[src/rtl/queue_burst_drainer.sv]
// rtl/queue_burst_drainer.sv - pulls a programmed burst of words from a REQ/ACK queue
// and forwards them through a one-entry valid/ready output stage with checksum and count.
module queue_burst_drainer #(
    parameter int BitWidth = 32,
    parameter int LenWidth = 8
) (
    input  logic                clk,
    input  logic                rst,
    input  logic                Start,
    input  logic [LenWidth-1:0] BurstLen,
    input  logic                Abort,
    input  logic                qACK,
    input  logic [BitWidth-1:0] qDATA,
    output logic                qREQ,
    output logic [BitWidth-1:0] dOUT,
    output logic                dOutValid,
    input  logic                dOutReady,
    output logic                Busy,
    output logic                Done,
    output logic                Aborted,
    output logic [LenWidth-1:0] WordCount,
    output logic [BitWidth-1:0] Checksum
);

    typedef enum logic [1:0] {
        S_IDLE,
        S_RUN,
        S_DRAIN,
        S_FIN
    } state_t;

    state_t              r_state;
    logic [LenWidth-1:0] r_remaining;
    logic [LenWidth-1:0] r_word_count;
    logic [BitWidth-1:0] r_checksum;
    logic [BitWidth-1:0] r_dout;
    logic                r_dout_valid;
    logic                r_done;
    logic                r_aborted;

    logic                w_qxfer;
    logic                w_oxfer;

    // Request only when the output slot is free or is being emptied this cycle.
    assign qREQ    = (r_state == S_RUN) && (r_remaining != '0) && (!r_dout_valid || dOutReady);
    assign w_qxfer = qREQ && qACK;
    assign w_oxfer = r_dout_valid && dOutReady;

    always_ff @(posedge clk or posedge rst) begin
        if (rst) begin
            r_state      <= S_IDLE;
            r_remaining  <= '0;
            r_word_count <= '0;
            r_checksum   <= '0;
            r_dout       <= '0;
            r_dout_valid <= 1'b0;
            r_done       <= 1'b0;
            r_aborted    <= 1'b0;
        end else begin
            // Done follows the FIN cycle, so the pulse lands one cycle after FIN.
            r_done <= (r_state == S_FIN);
            case (r_state)
                S_IDLE: begin
                    if (Start) begin
                        r_remaining  <= BurstLen;
                        r_word_count <= '0;
                        r_checksum   <= '0;
                        r_aborted    <= 1'b0;
                        r_state      <= (BurstLen == '0) ? S_FIN : S_RUN;
                    end
                end
                S_RUN: begin
                    if (w_qxfer) begin
                        r_dout       <= qDATA;
                        r_dout_valid <= 1'b1;
                        r_remaining  <= r_remaining - LenWidth'(1);
                        r_word_count <= r_word_count + LenWidth'(1);
                        r_checksum   <= r_checksum + qDATA;
                    end else if (w_oxfer) begin
                        r_dout_valid <= 1'b0;
                    end
                    if (Abort) begin
                        r_aborted <= 1'b1;
                        r_state   <= S_DRAIN;
                    end else if (w_qxfer && (r_remaining == LenWidth'(1))) begin
                        r_state <= S_DRAIN;
                    end
                end
                S_DRAIN: begin
                    if (!r_dout_valid || dOutReady) begin
                        r_dout_valid <= 1'b0;
                        r_state      <= S_FIN;
                    end
                end
                S_FIN: begin
                    r_state <= S_IDLE;
                end
                default: r_state <= S_IDLE;
            endcase
        end
    end

    assign dOUT      = r_dout;
    assign dOutValid = r_dout_valid;
    assign Busy      = (r_state != S_IDLE);
    assign Done      = r_done;
    assign Aborted   = r_aborted;
    assign WordCount = r_word_count;
    assign Checksum  = r_checksum;

endmodule

[config.mk]
export PLATFORM = sky130hd
export DESIGN_NAME = queue_burst_drainer
export DESIGN_NICKNAME = d
export VERILOG_FILES = /design/src/rtl/queue_burst_drainer.sv
export SDC_FILE = /design/constraint.sdc
export NUM_CORES = 1
export LEC_CHECK = 0
export ABC_AREA = 1
export CORE_ASPECT_RATIO = 1.75
export CORE_MARGIN = 2
export CORE_UTILIZATION = 48
export CTS_CLUSTER_DIAMETER = 30
export DETAILED_ROUTE_END_ITERATION = 8
export PLACE_DENSITY = 0.87
export SLEW_MARGIN = 0
export SYNTH_ARGS = -nofsm -noshare
export SYNTH_HDL_FRONTEND = slang
export SYNTH_SLANG_ARGS = --single-unit
[constraint.sdc]
create_clock -name clk -period 3 [get_ports clk]
set_clock_uncertainty 0.05 [all_clocks]
set_input_delay 0.9 -clock clk [delete_from_list [all_inputs] [get_ports clk]]
set_output_delay 0.9 -clock clk [all_outputs]
set_load 0.02 [all_outputs]
==> metrics.txt <==
Max VDD drop about 0.55 mV; Min Hold Slack 430 ps; #FFs+latches synth between 80 and 90; Clk Latency, worst-skew pair around 350 ps; status finished, final reports clean; Setup Fix Bufs, Post-CTS 0; critical path type input pin to output pin; TritonCTS clock tree done; Fmax achieved approximately 350 MHz; area post-placement 0.00780 mm²; multi-input logic area ~0.0034 mm²; Antenna Cells 0; clock buffer depth 2; Post-Synthesis Cells approximately 950; worst reg2reg setup slack roughly 800 ps; type of origin of the critical path input pin; pin count of the biggest net entering global routing 52; # fillers around 1100; post-DR vias/cell roughly 5; layout cells sized above 1 under 10%; Post-synth top cells nand2_1, inv_1, dfrtp_1; Hold Path Stages 2; endpoints failing setup 0; Max Transition Viols Final 0; final setup TNS 0 ps; Yosys top cell area share between 30% and 40%; vias in the first global route 6323; PwrDens around 860 mW/mm²; Final Wtd Congestion 0.930; clock slew at reported path FFs approximately 60 ps; worst hold path type flop to flop; first-pass GRT wire length between 20000 and 30000 µm; largest cells by area after synthesis dfrtp_1, nand2_1, ha_1; chip width ~89 µm; core area 0.0124 mm²; Core Util, Final 65.2%; Post-Syn Area per Cell 6.44 µm²; Post-synth EDFFs 0; sequential share of the synthesized area a little over a third; Crit Path Max Fanout 2; Root Buffer clkbuf_16; Die Y roughly 150 µm; fin crit period 2870 ps; Net Count, Synth 1036; H-tree lvl count 3; required time worst endpoint roughly 2100 ps; Design Power between 6 and 7 mW; initial antenna violation count 0; Max-slew headroom around 67%; die area around 0.014 mm²; Synth cell types 34; hpwl dp roughly 14000 µm; Static Leak 4.54 nW; Starting Density approximately 50%; Worst EP arrival ~1900 ps; r2r worst-path depth 13; Syn-to-layout area delta 32.6%; Clock Sinks 85; Post-CTS Resized 3; via total after detailed routing approximately 6200; Tcrit/Tclk final 95.7%; HP Start dOUT[31]; row count 54; worst r2r dst r_state[0]; Synth warnings 0; Post-layout nets 1193; Post-Layout Inst Area between 0.008 and 0.009 mm²; DRT antenna net count 0; Num CTS Buffers 9; gr usage total roughly 27%; most area-hungry cell type in the Yosys netlist dfrtp_1; Slew @ Worst Pin 490 ps; DRT Pass-1 Iters 5; io pins between 100 and 150; Top FF cell, synth dfrtp_1; Sequential Area 0.00213 mm²; # Max-Cap Violations 0; DRC viols 0; port bufs about 120; Mapped Area 0.00611 mm²; R2R Path Start r_state[1]; GRT Residual Overflow 0; ys async rst share 100%; Fin. Hold Viols 0; cts hold-fix bufs 0; RSZ-0062 raised after global routing false; hold endpoint dOUT[31]; most frequent cell after synthesis nand2_1; Routed WL between 15000 and 20000 µm; crit end category output pin; wire length per cell 13.8 µm; Initial DRC Count between 150 and 200
## worst max-delay path by stage
stage / start / cells past startpoint / end / slack [ps]
after floorplan: qDATA[0] / 13 / Checksum[28] / 580
after global placement: dOutReady / 6 / qREQ / -280
after detailed placement: dOutReady / 6 / qREQ / -320
after CTS: dOutReady / 6 / qREQ / 20
after global routing: dOutReady / 6 / qREQ / 30
final: dOutReady / 6 / qREQ / 130
## metrics by stage
step           setup WS [ps]  cells
5_1_grt                 30.5   1279
3_3_place_gp            -279   1263
4_1_cts                 21.2   1279
2_1_floorplan            582    949
6_report                 130   1279
3_5_place_dp            -317   1263
## state kept, by name, indices dropped and copies added, names as in the netlist
name / cells
Checksum: 32
Done: 1
r_state: 2
dOUT: 32
dOutValid: 1
r_remaining: 8
WordCount: 8
Aborted: 1
## worst max-delay path, cell delays in order
cell	delay, ps
clkdlybuf4s50_1	480
inv_1	70
a21oi_2	120
inv_1	60
nor2_2	120
buf_2	180
## layer usage
metal / GRT usage, % / vias up / wire [µm]
met5: 0 / - / 0
met4: 11.8 / 0 / 701
met2: 50.3 / 146 / 9570
met3: 4.16 / 47 / 609
met1: 28.7 / 2813 / 6760
li1: - / 3219 / -
## cell usage in the layout (no fill, tap or decap), drive strengths merged, types with 2 or more instances in the layout
cell,instances
xor2,10
o21bai,3
xnor2,7
nand4,6
clkinv,4
a21oi,23
nand3,54
nor4,2
o21ai,27
or2,6
buf,44
nand3b,5
clkdlybuf4s50,121
dfrtp,85
inv,137
nor3,6
nor2,66
ha,40
nand2,447
clkbuf,10
## cell families after synthesis
| logic type | share of synthesized area, % |
|---|---|
| AOI/OAI and AO/OA | 5.10 |
| adders and majority gates | 8.51 |
| and+or+nand+nor | 38.8 |
| xor gates and xnor gates | 2.44 |
| DFF | 34.8 |
| buffers and inverters | 10.3 |
## power by group
group / switching [mW] / leakage, nW / internal, mW / total [mW]
clock network: 0.497 / 0.155 / 0.676 / 1.17
registers: 0.284 / 1.12 / 1.55 / 1.84
logic: 2.32 / 3.27 / 1.61 / 3.93
## area by class of cell
class	count	share of cell area [%]
clock buffer	10	2.95
clock inverter	6	0.849
inverter	137	6.40
multi-input combinational	708	41.4
sequential	85	26.2
tap	168	2.59
timing repair buffer	165	19.6
(Power assumes the default switching activity.)
